File: config.mk
export PLATFORM = sky130hd
export DESIGN_NAME = snake_dir_input
export DESIGN_NICKNAME = d
export VERILOG_FILES = /design/src/rtl/snake_pkg.sv /design/src/rtl/btn_debounce.sv /design/src/rtl/snake_dir_input.sv
export SDC_FILE = /design/constraint.sdc
export NUM_CORES = 1
export LEC_CHECK = 0
export ABC_AREA = 1
export CORE_ASPECT_RATIO = 0.75
export CORE_MARGIN = 3
export CORE_UTILIZATION = 35
export DETAILED_ROUTE_END_ITERATION = 10
export GPL_ROUTABILITY_DRIVEN = 0
export PLACE_DENSITY_LB_ADDON = 0.12
export SLEW_MARGIN = 30
export SYNTH_ARGS = -nofsm -noshare
export SYNTH_HDL_FRONTEND = slang
export SYNTH_SLANG_ARGS = --single-unit
export TNS_END_PERCENT = 100
File: constraint.sdc
create_clock -name clk -period 1.75 [get_ports clk]
set_input_delay 0.35 -clock clk [delete_from_list [all_inputs] [get_ports clk]]
set_output_delay 0.35 -clock clk [all_outputs]
set_load 0.005 [all_outputs]
File: src/rtl/snake_pkg.sv
// rtl/snake_pkg.sv - direction codes and helpers shared by the snake input conditioner
package snake_pkg;

    typedef enum logic [1:0] {
        DIR_LEFT  = 2'b00,
        DIR_DOWN  = 2'b01,
        DIR_UP    = 2'b10,
        DIR_RIGHT = 2'b11
    } dir_t;

    // 180-degree reversal: the codes are laid out so that opposites differ in both bits
    function automatic dir_t opposite(input dir_t d);
        return dir_t'(d ^ 2'b11);
    endfunction

    // One-hot vector in the same bit map as the raw buttons
    function automatic logic [3:0] onehot(input dir_t d);
        logic [3:0] r;
        r = 4'b0001 << d;
        return r;
    endfunction

endpackage

File: src/rtl/btn_debounce.sv
// rtl/btn_debounce.sv - two-flop synchroniser, debounce counter and press-edge detector for one button
module btn_debounce #(
    parameter int unsigned DEBOUNCE_CYCLES = 250000,
    parameter int unsigned CNT_W           = 18
) (
    input  logic clk,
    input  logic clear_n,
    input  logic btn_i,
    output logic press_o
);

    localparam logic [CNT_W-1:0] CNT_LAST = CNT_W'(DEBOUNCE_CYCLES - 1);

    logic             sync0_q, sync1_q;
    logic             stable_q, stable_d;
    logic             press_q, press_d;
    logic [CNT_W-1:0] cnt_q, cnt_d;

    // Accept a new level only after it has differed from the stable state for DEBOUNCE_CYCLES cycles
    always_comb begin
        stable_d = stable_q;
        cnt_d    = '0;
        if (sync1_q != stable_q) begin
            if (cnt_q == CNT_LAST) begin
                stable_d = ~stable_q;
            end else begin
                cnt_d = cnt_q + CNT_W'(1);
            end
        end
        press_d = stable_d & ~stable_q;
    end

    // Synchroniser, debounce and edge registers; game restart deliberately does not touch these
    always_ff @(posedge clk or negedge clear_n) begin
        if (!clear_n) begin
            sync0_q  <= 1'b0;
            sync1_q  <= 1'b0;
            stable_q <= 1'b0;
            cnt_q    <= '0;
            press_q  <= 1'b0;
        end else begin
            sync0_q  <= btn_i;
            sync1_q  <= sync0_q;
            stable_q <= stable_d;
            cnt_q    <= cnt_d;
            press_q  <= press_d;
        end
    end

    assign press_o = press_q;

endmodule

File: src/rtl/snake_dir_input.sv
// rtl/snake_dir_input.sv - button-to-heading conditioner with 2-deep turn queue; option macro SNAKE_REVERSE_FILTER_EN
module snake_dir_input
    import snake_pkg::*;
#(
    parameter int unsigned DEBOUNCE_CYCLES = 250000,
    parameter int unsigned CNT_W           = 18,
    parameter int unsigned DROP_W          = 8
) (
    input  logic              clk,
    input  logic              clear_n,
    input  logic [3:0]        btn,
    input  logic              move_tick,
    input  logic              game_clear,
    output logic [1:0]        heading,
    output logic [3:0]        direction,
    output logic [1:0]        pending,
    output logic [DROP_W-1:0] drop_cnt
);

    logic [3:0]        press;
    dir_t              heading_q, heading_d;
    dir_t              q0_q, q0_d, q1_q, q1_d;
    logic [1:0]        pend_q, pend_d;
    logic [3:0]        dir_q, dir_d;
    logic [DROP_W-1:0] drop_q, drop_d;
    dir_t              press_dir, ref_dir;
    logic              press_vld, turn_ok, take, pop, push, drop;

    for (genvar i = 0; i < 4; i++) begin : g_btn
        btn_debounce #(
            .DEBOUNCE_CYCLES(DEBOUNCE_CYCLES),
            .CNT_W          (CNT_W)
        ) u_deb (
            .clk    (clk),
            .clear_n(clear_n),
            .btn_i  (btn[i]),
            .press_o(press[i])
        );
    end

    // Pick a single press per cycle: right > left > down > up
    always_comb begin
        press_vld = 1'b1;
        press_dir = DIR_RIGHT;
        if (press[3])      press_dir = DIR_RIGHT;
        else if (press[0]) press_dir = DIR_LEFT;
        else if (press[1]) press_dir = DIR_DOWN;
        else if (press[2]) press_dir = DIR_UP;
        else               press_vld = 1'b0;
    end

    // Turns are judged against the last queued turn, or the heading when nothing is queued
    assign ref_dir = (pend_q == 2'd0) ? heading_q :
                     (pend_q == 2'd1) ? q0_q : q1_q;

`ifdef SNAKE_REVERSE_FILTER_EN
    assign turn_ok = (press_dir != ref_dir) && (press_dir != opposite(ref_dir));
`else
    assign turn_ok = (press_dir != ref_dir);
`endif

    assign take = press_vld & turn_ok;
    assign pop  = move_tick & (pend_q != 2'd0);
    assign push = take & ((pend_q != 2'd2) | pop);
    assign drop = take & ~push;

    // Queue, heading and drop counter update; game restart overrides everything else
    always_comb begin
        heading_d = heading_q;
        q0_d      = q0_q;
        q1_d      = q1_q;
        pend_d    = pend_q;
        drop_d    = drop_q;
        if (game_clear) begin
            heading_d = DIR_RIGHT;
            pend_d    = 2'd0;
            drop_d    = '0;
        end else begin
            if (pop) heading_d = q0_q;
            case ({push, pop})
                2'b10: begin
                    if (pend_q == 2'd0) q0_d = press_dir;
                    else                q1_d = press_dir;
                    pend_d = pend_q + 2'd1;
                end
                2'b01: begin
                    q0_d   = q1_q;
                    pend_d = pend_q - 2'd1;
                end
                2'b11: begin
                    if (pend_q == 2'd1) begin
                        q0_d = press_dir;
                    end else begin
                        q0_d = q1_q;
                        q1_d = press_dir;
                    end
                end
                default: ;
            endcase
            if (drop && (drop_q != {DROP_W{1'b1}})) drop_d = drop_q + DROP_W'(1);
        end
        dir_d = onehot(heading_d);
    end

    // State registers; the one-hot vector is registered alongside the heading so both move together
    always_ff @(posedge clk or negedge clear_n) begin
        if (!clear_n) begin
            heading_q <= DIR_RIGHT;
            dir_q     <= 4'b1000;
            q0_q      <= DIR_LEFT;
            q1_q      <= DIR_LEFT;
            pend_q    <= 2'd0;
            drop_q    <= '0;
        end else begin
            heading_q <= heading_d;
            dir_q     <= dir_d;
            q0_q      <= q0_d;
            q1_q      <= q1_d;
            pend_q    <= pend_d;
            drop_q    <= drop_d;
        end
    end

    assign heading   = heading_q;
    assign direction = dir_q;
    assign pending   = pend_q;
    assign drop_cnt  = drop_q;

endmodule

======== Word level (Yosys, flattened, before mapping) ========
Cells that the tools add are included.
operators by class
  add/sub/neg operators ................... 7
  equal/unequal tests ..................... 18
  shift-type cells ........................ 1
  multiplexer cells ....................... 38
  bitwise gates (word level) .............. 15
  reduce and logical (&&, ||, !) cells .... 9
operator list
  operator                                             count
  2-to-1 mux 18 bit                                    8
  adder 18 x 1 -> 18 bit, second input constant        4
  equality test 18 bit, second input constant          4
  2-to-1 mux 2 bit                                     12
  2-to-1 mux 8 bit                                     2
  2-to-1 mux 1 bit                                     13
  adder 8 x 1 -> 8 bit, second input constant          1
  bitwise AND 1 bit                                    8
  inequality test 2 bit, second input constant         4
  inequality test 8 bit, second input constant         1
  case mux 2 bit (2 select lines)                      2
  NOT 1 bit                                            6
  case mux 2 bit (3 select lines)                      1
  nonzero test 2 bit                                   3
  nonzero test 3 bit                                   2
  equality test 2 x 1 -> 1 bit, second input constant  2
  equality test 2 bit, second input constant           2
  inequality test 1 bit                                4
  AND reduction 4 bit                                  1
  left shift 1 x 2 -> 4 bit, first input constant      1
  AND reduction 3 bit                                  1
  adder 2 x 1 -> 2 bit, second input constant          1
  zero test 2 bit                                      1
  inequality test 2 bit                                1
  other kinds (3)                                      3
word-level totals
  register bits ........................... 108
  input port bits ......................... 8
  output and inout port bits .............. 16
  word-level logic and storage cells ...... 114

======== Depth between registers and ports, before layout ========
  depth in word-level cells ............... 12
  depth in mapped cells ................... 16
  mapped depth without buffers ............ 16

======== Cells and area by module ========
From an unflattened synthesis, not the netlist that was laid out.
unflattened totals
  cell total of the unflattened synthesis .. 769
  area, all modules ....................... 5953.2 µm²
modules (own cells, without submodules)
  module           times used  cells an instance  area each (µm²)
  btn_debounce     4           147                1163.6
  snake_dir_input  1           181                1298.7

======== Worst setup path before layout ========
OpenSTA, ideal clock, no wires.
  kind .................................... register to register
  from .................................... register pend_q[0] (netlist: pending[0])
  to ...................................... register drop_q[6] (netlist: drop_cnt[6])
  library setup time ...................... 0.127 ns
  arrival time ............................ 1.545 ns
  setup slack ............................. 0.078 ns
  cell stages (with the launch flop) ...... 12
  path buffers ............................ 0
  period minus slack after synthesis ...... 1.672 ns
  cells stage by stage .................... dfrtp_1 inv_1 ha_1 inv_1 nand2_1 inv_2 nor2_4 inv_1 nor2_1 nand2_1 nand2_2 o21ai_0
between the ends
  cells in the longest elaborated chain, start to end .. 10
  elaborated cells between the ends (all ways) .. 15
  those cells by class .................... 3 x eq/ne; 2 x mux; 6 x bitwise; 4 x reduce/logical
RTL lines
  what                            line                    RTL
  start: declaration              snake_dir_input.sv:23   logic [1:0] pend_q, pend_d;
  start signal: assignment        snake_dir_input.sv:119  pend_q <= pend_d;
  equality test 2 x 1 -> 1 bit    snake_dir_input.sv:54   (pend_q == 2'd1) ? q0_q : q1_q;
  2-to-1 mux 2 bit                snake_dir_input.sv:54
  2-to-1 mux 2 bit                snake_dir_input.sv:53   assign ref_dir = (pend_q == 2'd0) ? heading_q :
  inequality test 2 bit           snake_dir_input.sv:59   assign turn_ok = (press_dir != ref_dir);
  bitwise AND 1 bit               snake_dir_input.sv:62   assign take = press_vld & turn_ok;
  bitwise AND 1 bit               snake_dir_input.sv:64   assign push = take & ((pend_q != 2'd2) | pop);
  NOT 1 bit                       snake_dir_input.sv:65   assign drop = take & ~push;
  bitwise AND 1 bit *             snake_dir_input.sv:65
  logical AND 1 bit *             snake_dir_input.sv:100  if (drop && (drop_q != {DROP_W{1'b1}})) drop_d = drop_q + DROP_W'(1);
  nonzero test 2 bit (no line) *  -
  end signal: assignment          snake_dir_input.sv:120  drop_q <= drop_d;
  end: declaration                snake_dir_input.sv:25   logic [DROP_W-1:0] drop_q, drop_d;
Mark *: on every way between the ends. The rest lies on a longest branch, timed or not.
A chain may end at the register's enable or synchronous reset.

======== Worst setup path in the final report ========
  from .................................... register pend_q[0] (netlist: pending[0])
  to ...................................... register q0_q[1]
between the ends
  cells in the longest elaborated chain, start to end .. 9
  elaborated cells between the ends (all ways) .. 19
  those cells by class .................... 7 x eq/ne; 4 x mux; 4 x bitwise; 4 x reduce/logical
RTL lines
  what                                                                   line                                          RTL
  equality test 2 x 1 -> 1 bit                                           snake_dir_input.sv:54, snake_dir_input.sv:91
  2-to-1 mux 2 bit                                                       snake_dir_input.sv:54
  2-to-1 mux 2 bit                                                       snake_dir_input.sv:53
  inequality test 2 bit                                                  snake_dir_input.sv:59
  bitwise AND 1 bit                                                      snake_dir_input.sv:62
  bitwise AND 1 bit                                                      snake_dir_input.sv:64
  equality test 2 bit or equality test 2 x 1 -> 1 bit (tied branches)    snake_dir_input.sv:80                         case ({push, pop})
  inequality test 2 bit (no line) or nonzero test 3 bit (tied branches)  -
  AND reduction 3 bit (no line)                                          -
  end signal: assignment                                                 snake_dir_input.sv:117                        q0_q <= q0_d;
  end: declaration                                                       snake_dir_input.sv:22                         dir_t q0_q, q0_d, q1_q, q1_d;
Parallel ways exist; a longest one is shown, timed or not.

==> metrics.cfg <==
[cells_and_area]
drive_gt1_share_pct = 21.8
syn_to_final_growth_pct = 27.4
final_area_sq_um = 7070
fin_nets = 776
fin_util_pct = 46.0
diodes = 0
filler_cell_count = 1510
seq_area_sq_um = 2710
multiInputGateArea_sq_um = 2750
layoutNonFillerInstCount = 970

[placed_design]
hpwlAfterDp_um = 8720
dp_slack_ns = -0.176
dpl_cell_area_sq_um = 6360
dp_cells = 938
io_buffer_count = 23

[global_routing]
antenna_found_initial = 0
grt_max_degree = 34
grtUsageTotal_pct = 14.7
grt_overflow = 0
first_global_vias = 4252
grt_pass1_wl_um = 20400

[synth]
synth_top_area_share_pct = 47.3
synth_area_sq_um = 5550
synthTopCellsByArea = dfrtp_1 47%, nand2_1 8.5%, nor2_1 6.8%
synth.avg_cell_area_sq_um = 8.26
ys_ff_latch = 108
ys_warn_count = 0
seq_area_frac_synth_pct = 48.7
ys.flop_type = dfrtp_1
synth_area_leader_cell = dfrtp_1
synth_edf_count = 0
synthDistinctLibCells = 36
syn_nets = 688
syn_inst = 672
ys_async_sr_fraction_pct = 100

[cts]
clk-insertion-delay-late_ns = 0.35
cts_max_level = 3
cts_root_buf = clkbuf_16
path_clk_slew_ns = 0.07
cts_buffer_depth = 2
cts_buffers = 9
clock_sinks = 108
cts_tree = yes

[route]
vias = 4556
drc = 0
drt_iter0_markers = 277
routed_wl_um = 12200
dr.pass1.iters = 5
avgRoutedWirePerCell_um = 12.6
viasPerCell = 4.70
drtAntennaViolNets = 0

[setup_path]
r2r_slack_ns = -0.04
regToRegStartpoint = pending[0]
crit_type = reg2reg
r2r-end = q0_q[1]
rr_worst_depth = 14
cp-start-kind = flip-flop
worstPathArrival_ns = 2.03
required_ns = 1.99
path_max_fanout = 4
cp-end-kind = flip-flop

[timing]
rsz0062_at_grt = true
skew_ns = 0.00747
worst_slack_ns = -0.0365
drv_slew = 0
setup_viol = 9
tightest_slew_ns = 0.428
period_needed_ns = 1.79
clock.fmax_ghz = 0.560
relSlewSlack_pct = 71.4
hold_violations = 0
fin_setup_tns_ns = -0.181
timing.final.crit_share_pct = 102

[run]
drv_cap = 0

[worst_hold_path]
hold_class = reg2reg
whs_endpoint = g_btn[0].u_deb.sync1_q
hp-start = g_btn[0].u_deb.sync0_q
hold_depth = 0

[die]
dieArea_sq_um = 17400
core_area_sq_um = 15400
die_w_um = 151
fp.dieH_um = 115
ioPinCount = 24
std_cell_rows = 39
initial_core_util_pct = 36.1

[pwr]
ir_drop_uv = 426
leakage_nw = 3.20
p_per_area_nw_per_um2 = 828

[outcome]
status = complete, but fails checks
failed_checks = setup timing

## sequential cells by signal, indices dropped and copies added (netlist names), 4 cells and up
signal	count
g_btn.u_deb.cnt_q	72
g_btn.u_deb.sync0_q	4
drop_cnt	8
g_btn.u_deb.sync1_q	4
g_btn.u_deb.press_o	4
direction	4
g_btn.u_deb.stable_q	4
## through the flow
stage | hold WS (ns) | total power [mW]
after detailed placement | 0.259 | 3.69
after global placement | 0.251 | 3.67
after CTS | 0.351 | 5.80
after global routing | 0.355 | 6.20
final | 0.350 | 5.86
after floorplan | 0.0544 | 3.23
## placed cells by master, fill, tap and decap left out, types with 6 or more instances in the layout
cell,count
nand2_1,113
dfrtp_1,104
nor2_1,97
inv_1,88
buf_4,54
nand3_1,31
nand4_1,28
xor2_1,26
a21oi_1,21
clkdlybuf4s50_1,18
nor2_4,14
nor3_1,14
nand3_2,11
nand2_2,11
o21ai_0,11
xnor2_1,10
inv_2,9
clkbuf_16,9
nor4_1,8
nor2_2,8
nand2_4,7
o21ai_1,6
## power by group
part / internal, mW / total (mW) / switching (mW) / leakage [nW]
clock network: 1.05 / 1.94 / 0.898 / 0.136
logic: 0.526 / 1.22 / 0.696 / 1.60
registers: 2.62 / 2.69 / 0.0697 / 1.46
total: 4.19 / 5.86 / 1.66 / 3.20
## cell type report
type	instances	area share (%)
multi-input cells	460	38.9
flip-flops and latches	108	38.3
repair buffers	80	9.70
inverters	100	5.41
clock buffers	13	3.68
well taps	205	3.63
clock inverters	3	0.301
repair inverters	1	0.106
## worst max path at each step
| stage | from | end | depth (start not counted) |
|---|---|---|---|
| after global routing | pending[0] | q0_q[1] | 14 |
| after detailed placement | pending[1] | drop_cnt[2] | 13 |
| after floorplan | pending[0] | drop_cnt[6] | 11 |
| after global placement | pending[1] | drop_cnt[7] | 13 |
| final | pending[0] | q0_q[1] | 14 |
| after CTS | pending[1] | drop_cnt[1] | 14 |
## cell families after synthesis
| kind of cell | Yosys count | share of synthesized area (%) |
|---|---|---|
| AOI/OAI and AO/OA | 48 | 4.69 |
| xor gates and xnor gates | 37 | 5.84 |
| adders and majority gates | 8 | 1.80 |
| buffers and inverters | 105 | 7.17 |
| DFF | 108 | 48.7 |
| and+or+nand+nor | 366 | 31.8 |
## Yosys cell counts (all sizes together) (8+ instances only)
library cell	count
dfrtp	105
nand2	130
o21ai	20
inv	100
nor4	10
nor3	21
a21oi	22
nor2	119
xnor2	10
nand3	45
nand4	30
ha	8
xor2	27
## repair_timing
action                                 CTS  global route
setup endpoints to repair               22            51
setup buffers                            2            11
endpoints found under the hold margin   15             0
gates resized for setup                 32            55
hold buffers                             1             0
cloned                                   2             0
pin swaps                                3            23
## metal layers
layer  GRT usage [%]  share of wire (%)
met1            22.4                 52
met2            20.7                 43
met3            4.02                3.9
met4            3.44               0.98
met5               0                  0
## critical path: stages, from the launching register on
cell	delay [ns]
dfrtp_1	0.39
buf_6	0.12
ha_4	0.18
inv_4	0.08
nand2_2	0.06
nand3_2	0.08
nand2_1	0.05
nand2_1	0.07
nand2_2	0.10
nand2_4	0.10
nand4_1	0.15
nand2_1	0.11
nand2_1	0.06
nand2_1	0.08
nand2_1	0.05
(Power assumes the default switching activity.)
